$ cat config.mk
export PLATFORM = sky130hd
export DESIGN_NAME = seven_seg_display_controller
export DESIGN_NICKNAME = d
export VERILOG_FILES = /design/src/rtl/seven_seg_display_controller.sv
export SDC_FILE = /design/constraint.sdc
export NUM_CORES = 1
export LEC_CHECK = 0
export CAP_MARGIN = 25
export CORE_ASPECT_RATIO = 1.75
export CORE_MARGIN = 3
export CORE_UTILIZATION = 50
export DETAILED_ROUTE_END_ITERATION = 7
export PLACE_DENSITY = 0.7
export SYNTH_ARGS = -nofsm -noshare
export SYNTH_HDL_FRONTEND = slang
export SYNTH_SLANG_ARGS = --single-unit
$ cat constraint.sdc
create_clock -name clk -period 2.7 [get_ports clk]
set_clock_uncertainty 0.2 [all_clocks]
set_input_delay 0.54 -clock clk [delete_from_list [all_inputs] [get_ports clk]]
set_output_delay 0.54 -clock clk [all_outputs]
set_load 0.02 [all_outputs]
$ cat src/rtl/seven_seg_display_controller.sv
// -----------------------------------------------------------------------------
// seven_seg_display_controller
//
// Front end for a 4-digit multiplexed common-anode 7-segment display.
//   - Accepts a 14-bit binary value over a valid/ready handshake.
//   - Clamps it to 9999, then converts it to four BCD digits with a sequential
//     shift-add-3 (double-dabble) engine, one step per clock (14 steps).
//   - The finished BCD is committed to a separate "shown" register, so the
//     display never shows a partially converted value.
//   - A free-running prescaler time-multiplexes the four digits onto the
//     active-low digit enables and segment lines. The decimal point is lit on
//     digit DP_DIGIT.
//
// Optional feature macro: SEVSEG_BLANK_EN
//   Defined   : leading-zero blanking (never on units or on the DP_DIGIT digit).
//   Undefined : all four digits always show, leading zeros included.
//
// Parameters
//   SCAN_W   prescaler width; digit index = scan[SCAN_W-1:SCAN_W-2]
//   DP_DIGIT digit carrying the decimal point (0 = leftmost .. 3), 4 = none
//
// Ports
//   clk       in   system clock
//   rst_n     in   asynchronous active-low reset
//   in_valid  in   in_value is presented
//   in_value  in   [13:0] binary value to display
//   in_ready  out  controller can accept (FSM idle)
//   busy      out  conversion in progress (FSM not idle)
//   ovf       out  last accepted value exceeded 9999 and was clamped
//   digit     out  [3:0] active-low digit enables, bit3 = leftmost
//   segments  out  [7:0] {p,g,f,e,d,c,b,a}, active-low
// -----------------------------------------------------------------------------
module seven_seg_display_controller #(
  parameter int SCAN_W   = 19,
  parameter int DP_DIGIT = 2
) (
  input  logic        clk,
  input  logic        rst_n,
  input  logic        in_valid,
  input  logic [13:0] in_value,
  output logic        in_ready,
  output logic        busy,
  output logic        ovf,
  output logic [3:0]  digit,
  output logic [7:0]  segments
);

  typedef enum logic [1:0] {
    IDLE   = 2'd0,
    CONV   = 2'd1,
    COMMIT = 2'd2
  } state_t;

  localparam logic [2:0]  DP_POS  = 3'(DP_DIGIT);
  localparam logic [13:0] MAX_VAL = 14'd9999;

  state_t             state_r;
  state_t             state_s;
  logic               accept_s;
  logic [13:0]        bin_r;
  logic [15:0]        scratch_r;
  logic [15:0]        shown_r;
  logic [3:0]         step_r;
  logic [SCAN_W-1:0]  scan_r;
  logic [1:0]         idx_s;
  logic [3:0]         nib_s;
  logic [3:0]         digit_s;
  logic               dp_s;
  logic [7:0]         seg_s;
`ifdef SEVSEG_BLANK_EN
  logic               blank_s;
`endif

  // 7-segment pattern, active-high pgfedcba without the point; illegal -> "0"
  function automatic logic [6:0] seg_code(input logic [3:0] nib);
    logic [6:0] code;
    case (nib)
      4'd0:    code = 7'h3F;
      4'd1:    code = 7'h06;
      4'd2:    code = 7'h5B;
      4'd3:    code = 7'h4F;
      4'd4:    code = 7'h66;
      4'd5:    code = 7'h6D;
      4'd6:    code = 7'h7D;
      4'd7:    code = 7'h07;
      4'd8:    code = 7'h7F;
      4'd9:    code = 7'h6F;
      default: code = 7'h3F;
    endcase
    return code;
  endfunction

  // One double-dabble step: add 3 to every nibble >= 5, then shift {bcd,bin} left
  function automatic logic [29:0] dd_step(input logic [15:0] bcd, input logic [13:0] bin);
    logic [15:0] adj;
    adj = bcd;
    for (int i = 0; i < 4; i++) begin
      if (adj[4*i +: 4] >= 4'd5) begin
        adj[4*i +: 4] = adj[4*i +: 4] + 4'd3;
      end else begin
        adj[4*i +: 4] = adj[4*i +: 4];
      end
    end
    return {adj[14:0], bin, 1'b0};
  endfunction

  // Next-state logic for the IDLE -> CONV -> COMMIT sequence
  always_comb begin
    state_s  = state_r;
    accept_s = 1'b0;
    case (state_r)
      IDLE: begin
        if (in_valid) begin
          state_s  = CONV;
          accept_s = 1'b1;
        end else begin
          state_s  = IDLE;
        end
      end
      CONV: begin
        if (step_r == 4'd0) begin
          state_s = COMMIT;
        end else begin
          state_s = CONV;
        end
      end
      COMMIT:  state_s = IDLE;
      default: state_s = IDLE;
    endcase
  end

  // State register; handshake flags are registered from the next state
  always_ff @(posedge clk or negedge rst_n) begin
    if (!rst_n) begin
      state_r  <= IDLE;
      in_ready <= 1'b1;
      busy     <= 1'b0;
    end else begin
      state_r  <= state_s;
      in_ready <= (state_s == IDLE);
      busy     <= (state_s != IDLE);
    end
  end

  // Conversion datapath: latch/clamp, iterate, commit to the shown buffer
  always_ff @(posedge clk or negedge rst_n) begin
    if (!rst_n) begin
      bin_r     <= 14'd0;
      scratch_r <= 16'd0;
      step_r    <= 4'd0;
      shown_r   <= 16'd0;
      ovf       <= 1'b0;
    end else begin
      case (state_r)
        IDLE: begin
          if (accept_s) begin
            bin_r     <= (in_value > MAX_VAL) ? MAX_VAL : in_value;
            scratch_r <= 16'd0;
            step_r    <= 4'd13;
            ovf       <= (in_value > MAX_VAL);
          end else begin
            step_r    <= step_r;
          end
        end
        CONV: begin
          {scratch_r, bin_r} <= dd_step(scratch_r, bin_r);
          if (step_r != 4'd0) begin
            step_r <= step_r - 4'd1;
          end else begin
            step_r <= step_r;
          end
        end
        COMMIT:  shown_r <= scratch_r;
        default: step_r  <= 4'd0;
      endcase
    end
  end

  // Free-running scan prescaler
  always_ff @(posedge clk or negedge rst_n) begin
    if (!rst_n) begin
      scan_r <= '0;
    end else begin
      scan_r <= scan_r + {{(SCAN_W-1){1'b0}}, 1'b1};
    end
  end

  assign idx_s = scan_r[SCAN_W-1 -: 2];

  // Digit select, segment pattern, decimal point and optional blanking
  always_comb begin
    digit_s = 4'b1111;
    nib_s   = 4'd0;
`ifdef SEVSEG_BLANK_EN
    blank_s = 1'b0;
`endif
    case (idx_s)
      2'd0: begin
        digit_s = 4'b0111;
        nib_s   = shown_r[15:12];
`ifdef SEVSEG_BLANK_EN
        blank_s = (shown_r[15:12] == 4'd0);
`endif
      end
      2'd1: begin
        digit_s = 4'b1011;
        nib_s   = shown_r[11:8];
`ifdef SEVSEG_BLANK_EN
        blank_s = (shown_r[15:8] == 8'd0);
`endif
      end
      2'd2: begin
        digit_s = 4'b1101;
        nib_s   = shown_r[7:4];
`ifdef SEVSEG_BLANK_EN
        blank_s = (shown_r[15:4] == 12'd0);
`endif
      end
      2'd3: begin
        digit_s = 4'b1110;
        nib_s   = shown_r[3:0];
      end
      default: begin
        digit_s = 4'b1111;
        nib_s   = 4'd0;
      end
    endcase
    if ({1'b0, idx_s} == DP_POS) begin
      dp_s = 1'b0;
    end else begin
      dp_s = 1'b1;
    end
`ifdef SEVSEG_BLANK_EN
    // Only digits left of the decimal point may blank; units never does
    if (blank_s && ({1'b0, idx_s} < DP_POS)) begin
      seg_s = 8'hFF;
    end else begin
      seg_s = {dp_s, ~seg_code(nib_s)};
    end
`else
    seg_s = {dp_s, ~seg_code(nib_s)};
`endif
  end

  // Registered pin drivers
  always_ff @(posedge clk or negedge rst_n) begin
    if (!rst_n) begin
      digit    <= 4'b1111;
      segments <= 8'hFF;
    end else begin
      digit    <= digit_s;
      segments <= seg_s;
    end
  end

endmodule
* Yosys cells after proc, flatten, opt, wreduce, memory -nomap -nowiden
Memory sizes are Yosys's and may differ from the RTL's.
Index checks and enable logic that the tools add are counted.
** Operators by class
- $lt $le $gt $ge :: 5
- Multiplexer cells :: 20
- Div/mod/pow operators :: 0
- Bitwise gates (word level) :: 2
- Eq/ne operators :: 7
- $mul :: 0
- $add $sub $neg :: 6
- Reductions and logical operators :: 10
- Shift-type cells :: 0
** Operators with widths (number)
- 16-bit one-hot mux with 2 select lines :: 1
- 4-bit one-hot mux with 4 select lines :: 2
- 14-bit 2-to-1 mux :: 2
- 14-bit one-hot mux with 2 select lines :: 1
- 4-bit 2-to-1 mux :: 5
- 19-bit by 1-bit adder with 19-bit output (second input constant) :: 1
- 4-bit by 3-bit >= comparator with 1-bit output (second input constant) :: 4
- 16-bit 2-to-1 mux :: 1
- 14-bit greater-than comparator (second input constant) :: 1
- 4-bit by 2-bit adder with 4-bit output (second input constant) :: 3
- 4-bit one-hot mux with 3 select lines :: 1
- 7-bit NOT :: 1
- 2-bit equality test (second input constant) :: 3
- 2-bit logical NOT :: 3
- 2-bit by 1-bit equality test with 1-bit output (second input constant) :: 2
- 4-bit logical NOT :: 1
- 1-bit 2-to-1 mux :: 4
- 2-bit inequality test (second input constant) :: 2
- 2-bit one-hot mux with 2 select lines :: 1
- 2-bit AND reduction :: 2
- 2-bit nonzero test :: 2
- 4-bit nonzero test :: 1
- 4-bit by 1-bit subtractor with 4-bit output (second input constant) :: 1
- 3-bit by 2-bit adder with 3-bit output (second input constant) :: 1
- 4 further kinds :: 4
** Storage, ports and cells
- Input port bits :: 17
- Bits in read-only memories :: 112
- Register bits :: 86
- Latch bits :: 0
- Output and inout port bits :: 15
- Logic and storage cells :: 62
- Memory bits (writable) :: 0
- Memories kept :: 1
** Memory list
- (no name shown) :: depth 16, bits a word 7, read ports 1, clocked after memory_dff 0, wr ports 0, RTL line 77 : case (nib)

* Longest topological paths before layout
- Word-level depth :: 4
- Mapped depth :: 7
- Mapped depth without buffers :: 6

* Worst setup path before layout
Ideal clock, no wire load.
- Path kind :: reg2reg
- Start :: register scan_r[17]
- End :: register segments[1]
- Period minus slack after synthesis :: 1904 ps
- Data arrival time :: 1620 ps
- Cell stages (with the launch flop) :: 6
- Buffers on the path :: 1
- Setup slack :: 796 ps
- Cells stage by stage :: dfrtp_1 -> buf_2 -> mux4_1 -> inv_1 -> ha_1 -> nor3b_1
** On the way
- Cells in the longest elaborated chain, start to end :: 4
- Elaborated cells between the ends (all ways) :: 7
- Those cells by class :: 3 x eq/ne; 1 x mux; 1 x bitwise; 1 x reduce/logical; 1 x memory
** RTL lines
- start, declared :: RTL line 64 : logic [SCAN_W-1:0] scan_r;
- start signal, assigned :: RTL line 184 : scan_r <= scan_r + {{(SCAN_W-1){1'b0}}, 1'b1};
- 2-bit equality test (tied with other cells) :: RTL line 197 : case (idx_s)
- 4-bit one-hot mux with 4 select lines * :: RTL line 197
- memory 16 x 7 bit *
- 7-bit NOT * :: RTL line 241 : seg_s = {dp_s, ~seg_code(nib_s)};
- via seg_s[1] :: RTL line 69 : logic [7:0] seg_s;
- end signal, assigned :: RTL line 252 : segments <= seg_s;
- end, declared :: RTL line 45 : output logic [7:0] segments
Mark *: on every way through the listed nets, which the timed path passes. The rest lies on a longest branch.
A chain may end at the register's enable or synchronous reset.

* Final worst setup path
- Start :: register segments[7]
- End :: output segments[7]
No word-level cell between the ends.

==> impl_metrics.tcl <==
set metrics [dict create \
    antenna_violations_before_repair 0 \
    maximum_number_of_pins_on_one_net_before_global_route_repair 64 \
    p_comb_share_pct 34.2 \
    hold_path_class "reg -> reg" \
    flow.area_growth_from_synthesis_pct 18.3 \
    p_int_mw 3.27 \
    synth_nets 385 \
    layout_setup_ws_ns 0.510 \
    grt_pass1_vias 2783 \
    critical_path_required_ns 1.96 \
    crit_path_top_delay_cell "sky130_fd_sc_hd__clkdlybuf4s50_1" \
    n_antenna_cell 0 \
    floorplan.initialDensity_pct 51.9 \
    setup_viol 0 \
    yosysTopAreaCell "sky130_fd_sc_hd__dfrtp_1" \
    timing.critical_path.max_delay_family "buffers and inverters" \
    path_cells "clkdlybuf4s50_1" \
    rows 42 \
    path_class "reg -> out" \
    regToRegSetupSlack_ns 0.75 \
    syn-mean-instance-area_um2 11.3 \
    detailed_route_drc_error_count 0 \
    final-hold-violation-count 0 \
    cell_types_with_the_highest_counts_after_synthesis "sky130_fd_sc_hd__dfrtp_1 (73), sky130_fd_sc_hd__nand2_1 (27), sky130_fd_sc_hd__inv_1 (25)" \
    cts_made_buffers 9 \
    grt-ovfl-total 0 \
    cts_hold_repair.buffers 1 \
    route.top_layer_used "met4" \
    critical_path.max_fanout 2 \
    drive_gt1_share_pct 13.7 \
    net-switching-power_mw 1.61 \
    design_area_um2 4710 \
    clkTransAtPathRegs_ns 0.06 \
    die_y_um 124 \
    floorplan.core_area_um2 7670 \
    worst_setup_path_start_kind "register" \
    htree_num_levels 3 \
    highest_achievable_clock_rate_mhz 457 \
    maxSlewViolCount 0 \
    post-place-ws_ns 0.408 \
    power_per_cell_area_nw_per_um2 1040 \
    clockRootBuffer "sky130_fd_sc_hd__clkbuf_16" \
    critical_path_buf_inv_count 1 \
    clkPwrFrac_pct 25.7 \
    cts-root-to-sink-buffers 2 \
    cts_tree "yes" \
    sequentialPowerShare_pct 40.1 \
    critical_path.endpoint_type "output pin" \
    rsz0062_at_grt "false" \
    worst-endpoint-arrival_ns 1.45 \
    cts.repair_timing.setup_buffer_count 0 \
    slew_headroom_pct 51.5 \
    clock_latency_of_the_later_clocked_register_in_the_worst_skew_pair_ns 0.34 \
    die_area_um2 9110 \
    drt_first_iter_violations 160 \
    vias_per_cell 5.56 \
    run_status "finished, final reports clean" \
    netlist_instances 353 \
    met3_wirelength_um 257 \
    minimum_period_implied_by_the_final_worst_setup_slack_ns 2.19 \
    dp_hpwl_um 5100 \
    ant_nets 0 \
    wl_per_cell_um 14.9 \
    cts_repair_resize_count 0 \
    nNetsFinal 420 \
    netlist_top_cells_area "sky130_fd_sc_hd__dfrtp_1 (46%), sky130_fd_sc_hd__dfstp_2 (7.9%), sky130_fd_sc_hd__ha_1 (4.7%)" \
    buffer_ports.inserted 31 \
    first_pass_grt_wire_length_um 12400 \
    wl_met1_um 2800 \
    synth.most_common_cell "sky130_fd_sc_hd__dfrtp_1" \
    vias 2676 \
    first_pass_iters 4 \
    worst-slew-pin-transition_ns 0.727 \
    die-width_um 73.4 \
    maxCapViolCount 0 \
    synth_largest_type_area_fraction_pct 45.9 \
    synth-warning-count 0 \
    fin_setup_tns_ns 0 \
    synth-main-ff-cell "sky130_fd_sc_hd__dfrtp_1" \
    ir_drop_uv 652 \
    totalWireLength_um 7170 \
    switching_share_pct 33.0 \
    num_io_pins 32 \
    post-layout-total-power_mw 4.89 \
    finalCritPeriodShare_pct 81.1 \
    ys_ff_latch 85 \
    cpPeakStageDelay_ns 0.59 \
    synth.yosys.seq_area_share_pct 53.8 \
    synth_async_sr_flop_share_pct 100 \
    synth_edf_count 0 \
    gp_routability_congestion 0.809 \
    synthesis.area_um2 3980 \
    route.met2.wl_um 3950 \
    netlist-cell-type-count 47 \
    placed_cell_area_um2 4390 \
    p_leak_nw 2.15 \
    track_usage_pct 17.7 \
    cts.sink_count 85 \
    core_util_final_pct 61.4 \
]
-- stage by stage --
stage	std cells	hold slack [ns]
final	481	0.261
after global routing	481	0.278
after CTS	481	0.265
after detailed placement	464	0.253
after global placement	464	0.248
after floorplan	353	0.0444
-- logic make-up (layout without fill, tap and decap cells) --
| logic type | Yosys count | after routing | share of synthesized area, % |
|---|---|---|---|
| simple gates | 93 | 93 | 11.9 |
| flops | 85 | 85 | 53.8 |
| compound gates | 72 | 72 | 12.7 |
| buf+inv | 44 | 84 | 4.87 |
| xor+xnor | 24 | 24 | 5.28 |
| mux | 20 | 20 | 6.73 |
| fa+ha+maj | 15 | 15 | 4.72 |
-- cell type report --
cell class	count	area, um2
Clock inverter	3	42.5
Multi-Input combinational cell	224	1640
Fill cell	625	2960
Inverter	27	101
Sequential cell	85	2140
Timing Repair Buffer	41	398
Clock buffer	13	270
Tap cell	88	110
-- sequential cells by signal (all words and copies together), names as in the netlist --
| signal | count |
|---|---|
| in_ready | 1 |
| state_r | 2 |
| bin_r | 14 |
| scan_r | 19 |
| segments | 8 |
| scratch_r | 16 |
| step_r | 4 |
| ovf | 1 |
| shown_r | 16 |
| digit | 3 |
| busy | 1 |
-- worst paths after layout --
| check | from | to | cells past startpoint |
|---|---|---|---|
| max reg2reg | scan_r[18]$_DFF_PN0_ | segments[5]$_DFF_PN1_ | 6 |
| min | scan_r[8]$_DFF_PN0_ | scan_r[8]$_DFF_PN0_ | 1 |
| min in group asynchronous | rst_n | scan_r[8]$_DFF_PN0_ | 2 |
| min reg2reg | scan_r[8]$_DFF_PN0_ | scan_r[8]$_DFF_PN0_ | 1 |
| max | segments[7]$_DFF_PN1_ | segments[7] | 1 |
| max in group asynchronous | rst_n | segments[0]$_DFF_PN1_ | 3 |
-- routing by layer --
layer | global-route usage (%) | up-vias
li1 | - | 1286
met2 | 31.7 | 53
met1 | 19.3 | 1325
met4 | 8.05 | 0
met3 | 4.28 | 12
met5 | 0 | -
-- layout by cell type (no fill, tap or decap), types with 8 or more instances in the layout --
cell / n
sky130_fd_sc_hd__dfrtp_1: 73
sky130_fd_sc_hd__clkdlybuf4s50_1: 30
sky130_fd_sc_hd__nand2_1: 27
sky130_fd_sc_hd__inv_1: 25
sky130_fd_sc_hd__nor2_1: 20
sky130_fd_sc_hd__o21ai_0: 20
sky130_fd_sc_hd__ha_1: 15
sky130_fd_sc_hd__xor2_1: 13
sky130_fd_sc_hd__dfstp_2: 12
sky130_fd_sc_hd__xnor2_1: 11
sky130_fd_sc_hd__nor3b_1: 9
sky130_fd_sc_hd__clkbuf_16: 9
sky130_fd_sc_hd__buf_4: 9
sky130_fd_sc_hd__nand2b_1: 8
sky130_fd_sc_hd__a21oi_1: 8
-- power by group through the flow --
stage	clock (mW)	sequential [mW]	combinational, mW
detailed placement	0	1.98	1.68
global route	1.33	2.01	1.90
floorplan	0	1.95	1.23
global placement	0	1.97	1.62
CTS	1.29	1.96	1.70
finish	1.26	1.96	1.67
(Power assumes the default switching activity.)
